===== src/rtl/ahb_arbiter.sv =====
// Two-master AHB arbiter: registered one-hot grants, burst-aware grant locking,
// and tracking of the address-phase and data-phase bus owners.
module ahb_arbiter #(
   parameter int DEFAULT_MASTER = 1,
   parameter bit RR_EN          = 1'b1
) (
   input  logic       hclk,
   input  logic       hresetn,
   input  logic       hbusreq_m1,
   input  logic       hbusreq_m2,
   input  logic [1:0] htrans,
   input  logic [2:0] hburst,
   input  logic       hready,
   input  logic [1:0] hresp,
   output logic       hgrant_m1,
   output logic       hgrant_m2,
   output logic [1:0] hmaster,
   output logic [1:0] hmaster_data
);

   localparam logic [1:0] DEF_IDX = (DEFAULT_MASTER == 2) ? 2'd2 : 2'd1;
   localparam logic       DEF_M2  = (DEFAULT_MASTER == 2);

   localparam logic [1:0] TR_IDLE   = 2'b00;
   localparam logic [1:0] TR_NONSEQ = 2'b10;
   localparam logic [1:0] TR_SEQ    = 2'b11;
   localparam logic [2:0] BU_INCR   = 3'b001;

   typedef enum logic {OPEN = 1'b0, LOCKED = 1'b1} state_t;

   state_t     state, state_nxt;
   logic [4:0] beats_left, beats_left_nxt;
   logic [4:0] len;
   logic       gnt_m1, gnt_m2, gnt_m1_nxt, gnt_m2_nxt;
   logic [1:0] hmaster_q, hmaster_data_q;
   logic       acc_nonseq, acc_seq, resp_err;
   logic       owner_req, incr_lock, arb_en, win_m2;

   // SINGLE and INCR count as one beat; fixed bursts use hburst[2:1] only.
   function automatic logic [4:0] burst_len(input logic [1:0] kind);
      case (kind)
         2'b00:   burst_len = 5'd1;
         2'b01:   burst_len = 5'd4;
         2'b10:   burst_len = 5'd8;
         default: burst_len = 5'd16;
      endcase
   endfunction

   always_comb begin
      acc_nonseq     = hready && (htrans == TR_NONSEQ);
      acc_seq        = hready && (htrans == TR_SEQ);
      resp_err       = (hresp != 2'b00);
      len            = burst_len(hburst[2:1]);

      beats_left_nxt = beats_left;
      if (acc_nonseq)
         beats_left_nxt = len - 5'd1;
      else if (acc_seq && (beats_left != 5'd0))
         beats_left_nxt = beats_left - 5'd1;

      // An error response wins over any transition, so the exit happens once.
      state_nxt = state;
      case (state)
         OPEN:    if (acc_nonseq && (len > 5'd1) && !resp_err) state_nxt = LOCKED;
         LOCKED:  if (resp_err || (acc_seq && (beats_left <= 5'd1))) state_nxt = OPEN;
         default: state_nxt = OPEN;
      endcase
   end

   always_comb begin
      owner_req  = (hmaster_q == 2'd2) ? hbusreq_m2 : hbusreq_m1;
      incr_lock  = (hburst == BU_INCR) && (htrans != TR_IDLE) && owner_req;
      arb_en     = hready && (state_nxt == OPEN) && !incr_lock;

      win_m2     = gnt_m2;
      gnt_m1_nxt = gnt_m1;
      gnt_m2_nxt = gnt_m2;
      if (arb_en) begin
         if (hbusreq_m1 && hbusreq_m2)
            win_m2 = RR_EN ? (hmaster_q != 2'd2) : 1'b0;
         else if (hbusreq_m1)
            win_m2 = 1'b0;
         else if (hbusreq_m2)
            win_m2 = 1'b1;
         else
            win_m2 = DEF_M2;
         gnt_m1_nxt = !win_m2;
         gnt_m2_nxt = win_m2;
      end
   end

   // Owners advance only on ready edges; data owner trails the address owner.
   always_ff @(posedge hclk) begin
      if (!hresetn) begin
         state          <= OPEN;
         beats_left     <= 5'd0;
         gnt_m1         <= !DEF_M2;
         gnt_m2         <= DEF_M2;
         hmaster_q      <= DEF_IDX;
         hmaster_data_q <= DEF_IDX;
      end else begin
         state      <= state_nxt;
         beats_left <= beats_left_nxt;
         gnt_m1     <= gnt_m1_nxt;
         gnt_m2     <= gnt_m2_nxt;
         if (hready) begin
            hmaster_q      <= gnt_m2 ? 2'd2 : 2'd1;
            hmaster_data_q <= hmaster_q;
         end
      end
   end

   assign hgrant_m1    = gnt_m1;
   assign hgrant_m2    = gnt_m2;
   assign hmaster      = hmaster_q;
   assign hmaster_data = hmaster_data_q;

endmodule


===== config.mk =====
export PLATFORM = sky130hd
export DESIGN_NAME = ahb_arbiter
export DESIGN_NICKNAME = d
export VERILOG_FILES = /design/src/rtl/ahb_arbiter.sv
export SDC_FILE = /design/constraint.sdc
export NUM_CORES = 1
export LEC_CHECK = 0
export BUFFER_PORTS_ARGS = -buffer_cell sky130_fd_sc_hd__buf_2
export CORE_MARGIN = 2
export CORE_UTILIZATION = 41
export DETAILED_ROUTE_END_ITERATION = 8
export PLACE_DENSITY = 0.67
export SYNTH_ARGS = -nofsm -noshare
export SYNTH_HDL_FRONTEND = slang
export SYNTH_SLANG_ARGS = --single-unit

===== constraint.sdc =====
create_clock -name hclk -period 2.8 [get_ports hclk]
set_input_delay 0.14 -clock hclk [delete_from_list [all_inputs] [get_ports hclk]]
set_output_delay 0.14 -clock hclk [all_outputs]
set_load 0.01 [all_outputs]

# After elaboration in Yosys (flattened, before gate mapping)

Index checks and enable logic that the tools add are counted.

Input port bits: 12
Output and inout port bits: 6
Register bits: 12
Logic and storage cells: 51

Bitwise logic cells: 2
Reductions and logical operators: 20
Add/sub/neg operators: 2
Eq/ne operators: 7
$lt $le $gt $ge: 2
Muxes and demuxes: 12

Operators by type and width:

| operator                                                                          | number |
|---|---|
| 5-bit one-hot mux with 3 select lines                                             | 1 |
| 1-bit logical AND                                                                 | 11 |
| 5-bit 2-to-1 mux                                                                  | 2 |
| 5-bit by 1-bit subtractor with 5-bit output (second input constant)               | 2 |
| 2-bit equality test (second input constant)                                       | 4 |
| 1-bit 2-to-1 mux                                                                  | 7 |
| 2-bit nonzero test                                                                | 3 |
| 5-bit by 1-bit > comparator with 1-bit output (second input constant)             | 1 |
| 5-bit by 1-bit less-or-equal comparator with 1-bit output (second input constant) | 1 |
| 5-bit nonzero test                                                                | 1 |
| 3-bit by 1-bit equality test with 1-bit output (second input constant)            | 1 |
| 1-bit logical NOT                                                                 | 3 |
| 2-bit by 1-bit equality test with 1-bit output (second input constant)            | 1 |
| 2-bit logical NOT                                                                 | 1 |
| 2-bit 2-to-1 mux                                                                  | 1 |
| 2-bit != test (second input constant)                                             | 1 |
| 1-bit NOT                                                                         | 2 |
| 1-bit one-hot mux with 2 select lines                                             | 1 |
| 1-bit logical OR                                                                  | 1 |

# Longest topological paths before layout

Gate-level depths: netlist of the first run.

Word-level depth: 12
Mapped depth: 6
Mapped depth without buffers: 6

# Worst setup path before layout of the first run

Ideal clock, no wire load.

Path type: register to register
Start: reg hmaster_q[1], in the netlist hmaster[1]
End: reg gnt_m2, in the netlist hgrant_m2
Stages on the path, launching flop included: 6
Setup slack: 1.266 ns
Buffers on the path: 0
Library setup time: 0.123 ns
Arrival: 1.410 ns
Required time: 2.677 ns
Path through: dfxtp_1 -> nor2b_2 -> mux2i_1 -> o31ai_2 -> nor3b_2 -> mux2_1

Word-level cells in the longest chain between the ends: 5
Elaborated cells on any way between the ends: 8
Classes of those cells: eq/ne: 2; mux: 3; reduce/logical: 3

Ends and longest elaborated chain:

| what                   | line | text |
|---|---|---|
| from (decl)            | 35   | `logic [1:0] hmaster_q, hmaster_data_q;` |
| from (signal assigned) | 107  | `hmaster_q <= gnt_m2 ? 2'd2 : 2'd1;` |
| 2-bit equality test    | 71   | `owner_req = (hmaster_q == 2'd2) ? hbusreq_m2 : hbusreq_m1;` |
| 1-bit 2-to-1 mux       | 71   |  |
| 1-bit logical AND      | 72   | `incr_lock = (hburst == BU_INCR) && (htrans != TR_IDLE) && owner_req;` |
| 1-bit logical NOT      | 73   | `arb_en = hready && (state_nxt == OPEN) && !incr_lock;` |
| 1-bit logical AND      | 73   |  |
| to (signal assigned)   | 105  | `gnt_m2 <= gnt_m2_nxt;` |
| to (decl)              | 34   | `logic gnt_m1, gnt_m2, gnt_m1_nxt, gnt_m2_nxt;` |

Parallel ways exist; a longest one is shown, timed or not. The select of a mux whose other input is x is not followed.
A chain may end at the register's enable or synchronous reset.

# Worst setup path after layout of the first run

Same ends and word-level chain as after synthesis.

==> results.yml, run 1 <==
placement:
  place.gp.congestion: 0.733
  dp_hpwl_um: 946
  dp_slack_ns: 1.24
  port_buffers: 17
sta:
  skew_ns: 0.000842
  hold_viol: 0
  layout_min_cycle_time_ns: 1.57
  clock.fmax_ghz: 0.638
  finalSetupTns_ns: 0
  fin_crit_sh_pct: 56.0
  setup_viol: 0
  rsz0062_at_grt: "false"
  finalWorstSetupSlack_ns: 1.23
  max_slew_margin_pct: 82.6
  worst_slew_pin_slew_ns: 0.261
  slew_viol_final: 0
critical_path:
  worstSetupEndpointType: "flip-flop"
  critical_path_class: "flip-flop to flip-flop"
  cp-endpoint: "hgrant_m2$_SDFFE_PN0P_"
  cp-start-kind: "flip-flop"
  rr_endpoint: "hgrant_m2$_SDFFE_PN0P_"
  r2r_slack_ns: 1.23
  reg2reg_depth: 5
  worstPathMaxFanout: 4
  worst_ep_required_time_ns: 2.97
  reg2reg_from: "hmaster[1]$_SDFFE_PN0P_"
  arrival_ns: 1.74
  startpoint: "hmaster[1]$_SDFFE_PN0P_"
cts:
  cts_setup_buffers: 0
  clk_pin_slew_worst_paths_ns: 0.08
  clock_latency_ns: 0.28
  cts-resized-gates: 0
  root_buffer: "clkbuf_4"
  cts_buffers: 3
  clock-sinks: 12
  htree_levels: 1
  postCtsHoldBufs: 0
  clk_path_buf_depth: 2
  tritoncts: "done"
routing:
  drc: 0
  drt_iter0_markers: 11
  detailedRoute.firstPassIterationCount: 4
  wl_per_cell_um: 11.3
  vias: 567
  via_per_inst: 5.20
  drt_wl_total_mm: 1.24
  detail-route-antenna-nets: 0
cells_and_area:
  layout_common_cells: "buf_2, dfxtp_1, nand2_1"
  layout_commonest_cell: "buf_2"
  drive_gt1_share_pct: 32.3
  insertedDiodeCount: 0
  syn2layout_area_growth_pct: 18.9
  nets: 109
synthesis:
  syn_area_per_cell_sq_um: 9.05
  synth.yosys.warnings: 0
  netlist_area_sq_um: 669
  syn_inst: 74
  syn_nets: 89
  yosys_register_bits: 12
  synth.distinct_cells: 32
  synth-seq-area-share_pct: 35.9
hold_path:
  min_from: "hburst[1]"
  worstHoldPathType: "primary input to flip-flop"
pwr:
  power_density_nw_per_um2: 491
  leakagePower_nw: 0.323
  peakVddDrop_mv: 0.226
global_routing:
  grt_start_max_net_pins: 14
  grt_pass1_vias: 490
  grt_pass1_wl_mm: 2.13
  antenna_found_initial: 0
  grt_use_total_pct: 15.3
  grt.overflow.total: 0
die:
  start_util_pct: 43.9
  die_h_um: 44.4
  rows: 14
  dieArea_sq_um: 1970
  ios: 18
  fp.dieW_um: 44.4
  core-area_sq_um: 1520
outcome:
  status: "completed"
job:
  drv_cap: 0
## worst max-delay path: stages (launching register included)
cell and delay [ns]:
dfxtp_1 0.37, nor2b_2 0.19, mux2i_1 0.23, o31ai_2 0.08, nor3b_2 0.25, mux2_1 0.34
## per-stage QoR
stage	cells	power (W)	area (sq um)	utilization (%)	hold WS (ns)
2_1_floorplan	74	0.000234	669	-	0.290
3_3_place_gp	105	0.000253	759	49.8	0.417
3_5_place_dp	105	0.000253	759	49.8	0.423
4_1_cts	109	0.000397	796	52.2	0.116
5_1_grt	109	0.000413	796	52.2	0.124
6_report	109	0.000391	796	52.2	0.129
## power breakdown
group | total [W] | switching, W | leakage, nW | internal, W
clock | 0.000142 | 0.0000627 | 0.0210 | 0.0000791
combinational | 0.0000633 | 0.0000336 | 0.205 | 0.0000297
sequential | 0.000186 | 0.00000680 | 0.0979 | 0.000179
total | 0.000391 | 0.000103 | 0.323 | 0.000288
## worst min-delay path by stage
stage,slack (ns),cells after the start,endpoint
after global routing,0.12,3,beats_left[3]$_SDFFE_PN0P_
after global placement,0.42,3,beats_left[3]$_SDFFE_PN0P_
after CTS,0.12,3,beats_left[3]$_SDFFE_PN0P_
after detailed placement,0.42,3,beats_left[3]$_SDFFE_PN0P_
final,0.13,3,beats_left[3]$_SDFFE_PN0P_
after floorplan,0.29,2,beats_left[3]$_SDFFE_PN0P_
## final cells by class
cell class,count,area (sq um)
well taps,16,20.0
multi-input cells,58,407
flip-flops and latches,12,240
clock buffers,4,36.3
inverters,2,7.51
fillers,137,728
repair buffers,17,85.1
## kinds of logic (layout without fill, tap and decap cells)
kind of cell,Yosys count,count (layout),share of synthesized area [%]
AND/OR/NAND/NOR,31,31,26.4
multiplexers,5,5,7.66
adder cells (fa/ha/maj),3,3,5.61
AO/OA/AOI/OAI,16,16,17.2
XOR/XNOR,3,3,3.93
flip-flops,12,12,35.9
buffers and inverters,4,23,3.36
## synth_stat cells, drive strengths merged
cell type  number  area (sq um)
nand2b          1          6.26
buf             1          11.3
nor3            1          10.0
mux2i           4          40.0
nor2b           3          21.3
a21boi          1          7.51
o21ai           7          35.0
dfxtp          12           240
nand3           3          15.0
nand2          10          37.5
and2            2          13.8
nor2            5          21.3
nor3b           1          12.5
mux2            1          11.3
inv             2          7.51
ha              3          37.5
o22ai           2          12.5
xnor2           1          8.76
o31ai           1          12.5
a21oi           3          18.8
xor2            2          17.5
or2             1          8.76
o21a            1          7.51
nand3b          2          15.0
clkbuf          1          3.75
nand4b          1          8.76
a31oi           1          21.3
and3            1          6.26
## state kept, by name (all words and copies together) (netlist names)
name	count
state	1
beats_left	5
hgrant_m1	1
hgrant_m2	1
hmaster	2
hmaster_data	2
## metal layers
layer  wire length (um)  vias to the layer above  GRT usage [%]  part of all wire, %
li1                   -                      293              -                    -
met1                623                      257           20.1                   50
met2                517                       13           21.5                   42
met3                 60                        4           4.08                  4.9
met4                 35                        0           10.9                  2.8
met5                  0                        -              0                    0
Note: power is estimated with default switching activity, not from simulation.
==> run 2, diff against run 1 <==
Clock period 2.8 ns to 1.6 ns, I/O delays scaled along.
==> run 2 against run 1 <==
Die area unchanged. Sequential power rose by 75%. Largest cell class unchanged. Setup slack lost 1.1 ns. Worst hold slack worse by 0.062 ns. Non-clock buffer count increased by 2. Core utilization grew 1.1 points. Sequential share of layout area decreased by 0.45 points. Flip-flop and latch count is the same. Wire length grew 3.0%.
==> results.yml, run 2 (synthesis results as in run 1) <==
cells_and_area:
  largest_reg_flops: 5
  top_register: "beats_left"
  layout_commonest_cell: "buf_2"
  finalCoreUtilization_pct: 53.3
  fillCellCount: 149
  multi_input_area_sq_um: 407
  syn2layout_area_growth_pct: 21.3
  seq_area_sq_um: 241
  layout_common_cells: "buf_2, dfxtp_1, nand2_1"
  drive_gt1_share_pct: 34.7
  nets: 111
  insertedDiodeCount: 0
global_routing:
  grt.overflow.total: 0
  antenna_found_initial: 0
  grt_pass1_wl_mm: 2.25
  grt_use_total_pct: 15.7
  grt_start_max_net_pins: 14
  grt_pass1_vias: 527
routing:
  wl_per_cell_um: 11.5
  detailedRoute.firstPassIterationCount: 4
  drc: 0
  drt_iter0_markers: 9
  vias: 564
  detail-route-antenna-nets: 0
  drt_wl_total_mm: 1.27
  via_per_inst: 5.08
pwr:
  peakVddDrop_mv: 0.589
  combPwrFrac_pct: 16.9
  pwr-share-seq_pct: 47.4
  swShare_pct: 26.2
  power_switching_w: 0.000180
  p_clk_share_pct: 35.7
  power.internal_w: 0.000507
  power_density_nw_per_um2: 846
  leakagePower_nw: 0.334
die:
  fp.dieW_um: 44.4
  ios: 18
  die_h_um: 44.4
  dieArea_sq_um: 1970
  rows: 14
  core-area_sq_um: 1520
  start_util_pct: 43.9
critical_path:
  reg2reg_from: "beats_left[4]$_SDFFE_PN0P_"
  cp-start-kind: "flip-flop"
  reg2reg_depth: 5
  worstSetupEndpointType: "flip-flop"
  worst_ep_required_time_ns: 1.76
  critical_path_class: "flip-flop to flip-flop"
  rr_endpoint: "hgrant_m2$_SDFFE_PN0P_"
  worstPathMaxFanout: 2
  r2r_slack_ns: 0.10
  arrival_ns: 1.66
sta:
  hold_viol: 0
  worst_slew_pin_slew_ns: 0.232
  max_slew_margin_pct: 84.4
  setup_viol: 0
  rsz0062_at_grt: "false"
  layout_min_cycle_time_ns: 1.50
  clock.fmax_ghz: 0.667
  slew_viol_final: 0
  skew_ns: 0.00449
  fin_crit_sh_pct: 93.6
  finalSetupTns_ns: 0
job:
  drv_cap: 0
hold_path:
  min_from: "hburst[1]"
  min_path_cells: 3
  worstHoldPathType: "primary input to flip-flop"
  worstHoldEndpoint: "beats_left[3]$_SDFFE_PN0P_"
cts:
  clk_pin_slew_worst_paths_ns: 0.08
  clock_latency_ns: 0.27
  tritoncts: "done"
  postCtsHoldBufs: 0
  cts_buffers: 3
  htree_levels: 1
  clk_path_buf_depth: 2
  cts-resized-gates: 0
  cts_setup_buffers: 0
  clock-sinks: 12
  root_buffer: "clkbuf_4"
placement:
  dp_hpwl_mm: 1.01
  place.gp.congestion: 0.733
  port_buffers: 17
outcome:
  status: "completed"
==> run 2: cell count changes in the layout (fill, tap and decap cells not counted) <==
cell,change
buf_4,+2
dfxtp_1,-1
dfxtp_2,+1
==> run 2: power groups by stage <==
stage	logic (W)	registers (W)	clock network, W
after floorplan	0.0000761	0.000333	0
after global placement	0.000115	0.000332	0
after detailed placement	0.000117	0.000332	0
after CTS	0.000117	0.000325	0.000249
after global routing	0.000130	0.000327	0.000266
final	0.000116	0.000325	0.000245
==> run 2: worst max-delay path by stage <==
stage,start,end,slack [ns],cells after the start
2_1_floorplan,hmaster[1]$_SDFFE_PN0P_,hgrant_m2$_SDFFE_PN0P_,0.07,5
3_3_place_gp,hmaster[1]$_SDFFE_PN0P_,hgrant_m2$_SDFFE_PN0P_,0.12,5
3_5_place_dp,hmaster[1]$_SDFFE_PN0P_,hgrant_m2$_SDFFE_PN0P_,0.05,5
4_1_cts,hmaster[1]$_SDFFE_PN0P_,hgrant_m2$_SDFFE_PN0P_,0.04,5
5_1_grt,beats_left[4]$_SDFFE_PN0P_,hgrant_m2$_SDFFE_PN0P_,0.003,5
6_report,beats_left[4]$_SDFFE_PN0P_,hgrant_m2$_SDFFE_PN0P_,0.10,5
==> run 2: routing by layer <==
layer | global-route usage (%) | vias to the layer above | part of all wire (%)
li1 | - | 295 | -
met4 | 9.09 | 0 | 1.4
met3 | 3.67 | 2 | 4.1
met2 | 23.2 | 14 | 44
met1 | 20.9 | 253 | 51
met5 | 0 | - | 0
==> run 2: critical path, cell delays in order, from the launching register on <==
cell	delay (ns)
dfxtp_1	0.33
nor3_2	0.26
o21ai_0	0.14
nand3_1	0.11
nor3b_2	0.21
mux2_1	0.34
==> run 2: cell type report <==
class                           instances  area share [%]
Clock buffer                            4            4.47
Inverter                                2           0.924
Multi-Input combinational cell         58            50.1
Sequential cell                        12            29.7
Tap cell                               16            2.47
Timing Repair Buffer                   19            12.3
==> run 2: metrics by stage <==
stage / worst slack (ns) / cells / hold WS, ns / instance area (sq um) / power, W
after floorplan: 0.0664 / 74 / 0.230 / 669 / 0.000409
final: 0.102 / 111 / 0.0665 / 812 / 0.000687
after CTS: 0.0393 / 111 / 0.0677 / 811 / 0.000692
after global placement: 0.123 / 107 / 0.357 / 774 / 0.000447
after detailed placement: 0.0512 / 107 / 0.358 / 774 / 0.000449
after global routing: 0.00288 / 111 / 0.0687 / 812 / 0.000724
==> run 3, diff against run 2 <==
Settings changed: CORE_MARGIN 2 to unset, GPL_ROUTABILITY_DRIVEN set to 0.
==> run 3 against run 2 <==
Critical path depth unchanged. Worst hold slack better by 0.0031 ns. Power down 0.74%.
==> results.yml, run 3 (synthesis results as in run 1) <==
sta:
  layout_min_cycle_time_ns: 1.53
  hold_viol: 0
  worst_slew_pin_slew_ns: 0.233
  setup_viol: 0
  slew_viol_final: 0
  fin_crit_sh_pct: 95.5
  clock.fmax_ghz: 0.655
  max_slew_margin_pct: 84.3
  skew_ns: 0.000611
cts:
  cts_setup_buffers: 0
  clock-sinks: 12
  clk_path_buf_depth: 2
  cts_buffers: 3
  root_buffer: "clkbuf_4"
  clock_latency_ns: 0.27
  clk_pin_slew_worst_paths_ns: 0.08
  tritoncts: "done"
  htree_levels: 1
critical_path:
  arrival_ns: 1.69
  cp-start-kind: "flip-flop"
  slowest_delay_ns: 0.38
  path_cells: "nor2b_4 > mux2i_1 > o31ai_2 > nor3b_2 > mux2_1"
  critical_path_class: "flip-flop to flip-flop"
  crit_slowest_cell: "dfxtp_1"
  worstPathMaxFanout: 4
  worst_ep_required_time_ns: 1.76
  worstSetupEndpointType: "flip-flop"
  reg2reg_from: "hmaster[1]$_SDFFE_PN0P_"
  reg2reg_depth: 5
  r2r_slack_ns: 0.07
  rr_endpoint: "hgrant_m2$_SDFFE_PN0P_"
routing:
  drt_wl_total_mm: 1.29
  drc: 0
  vias: 582
  via_per_inst: 5.24
  drt_iter0_markers: 8
  wl_per_cell_um: 11.6
  detailedRoute.firstPassIterationCount: 4
  detail-route-antenna-nets: 0
global_routing:
  grt_pass1_vias: 546
  grtUsageMet2_pct: 26.8
  grt.overflow.total: 0
  grt_pass1_wl_mm: 2.21
  grt_start_max_net_pins: 14
  antenna_found_initial: 0
  grt_use_total_pct: 16.6
  met3_usage_pct: 4.31
  grt_util_met1_pct: 19.8
  top_usage_layer: "met2"
placement:
  dp.cells: 107
  dp_hpwl_mm: 1.02
  port_buffers: 17
pwr:
  power_density_nw_per_um2: 835
  fin_total_pwr_w: 0.000681
  leakagePower_nw: 0.334
  peakVddDrop_mv: 0.469
cells_and_area:
  layout_common_cells: "buf_2, dfxtp_1, nand2_1"
  drive_gt1_share_pct: 33.7
  largest_reg_flops: 5
  layout_commonest_cell: "buf_2"
  insertedDiodeCount: 0
  layout.cells.non_filler: 111
  syn2layout_area_growth_pct: 21.9
  top_register: "beats_left"
  fillCellCount: 157
  nets: 111
hold_path:
  worstHoldPathType: "primary input to flip-flop"
  min_from: "hburst[1]"
  worstHoldEndpoint: "beats_left[3]$_SDFFE_PN0P_"
  min_path_cells: 3
die:
  start_util_pct: 43.9
  rows: 14
  die_h_um: 42.4
  core-area_sq_um: 1520
  dieArea_sq_um: 1800
  fp.dieW_um: 42.4
  ios: 18
job:
  drv_cap: 0
outcome:
  status: "completed"
run 3: changes by cell type in the layout (fill, tap and decap cells not counted):
cell and change:
dfxtp_2 -1, dfxtp_1 +1, nor2b_4 +1, nor2b_2 -1
run 3: cell type report:
cell class,instances,area (sq um),share of cell area (%)
clock buffers,4,36.3,4.45
inverters,2,7.51,0.920
multi-input cells,58,412,50.5
flip-flops and latches,12,240,29.4
well taps,16,20.0,2.45
repair buffers,19,100,12.3
run 3: critical path: cells and delay by family (launching register included):
family / cells / cell delay [ns]
flops: 1 / 0.38
simple gates: 2 / 0.38
compound gates: 1 / 0.09
mux: 2 / 0.56
run 3: worst max path at each step:
stage                                  startpoint                      to  slack [ns]  depth (start not counted)
after floorplan           hmaster[1]$_SDFFE_PN0P_  hgrant_m2$_SDFFE_PN0P_        0.07                          5
after detailed placement  hmaster[1]$_SDFFE_PN0P_  hgrant_m2$_SDFFE_PN0P_        0.06                          5
after global routing      hmaster[1]$_SDFFE_PN0P_  hgrant_m2$_SDFFE_PN0P_      -0.003                          5
after global placement    hmaster[1]$_SDFFE_PN0P_  hgrant_m2$_SDFFE_PN0P_        0.12                          5
final                     hmaster[1]$_SDFFE_PN0P_  hgrant_m2$_SDFFE_PN0P_        0.07                          5
after CTS                 hmaster[1]$_SDFFE_PN0P_  hgrant_m2$_SDFFE_PN0P_        0.05                          5
run 3: metrics by stage:
stage          hold WS, ns  cell area, sq um  setup WS, ns  setup TNS (ns)  util [%]
4_1_cts             0.0613               811        0.0458               0      53.2
3_3_place_gp         0.358               774         0.121               0      50.8
3_5_place_dp         0.357               774        0.0623               0      50.8
2_1_floorplan        0.230               669        0.0664               0         -
6_report            0.0696               816        0.0726               0      53.5
5_1_grt             0.0850               816      -0.00347        -0.00347      53.5
run 3: per-layer routing:
| metal | vias to the layer above | wire, um |
|---|---|---|
| met5 | - | 0 |
| met4 | 0 | 13 |
| met3 | 2 | 56 |
| met2 | 13 | 609 |
| met1 | 267 | 610 |
| li1 | 300 | - |
run 3: report_power, final:
group / internal [W] / switching, W / leakage (nW) / total, W
combinational: 0.0000553 / 0.0000605 / 0.215 / 0.000116
sequential: 0.000313 / 0.0000128 / 0.0979 / 0.000326
clock: 0.000138 / 0.000102 / 0.0210 / 0.000240
run 3: timing repair:
action                                  in CTS  in global routing
gates resized for setup                      0                  1
endpoints found under the setup margin       0                  2
hold buffers                                 0                  0
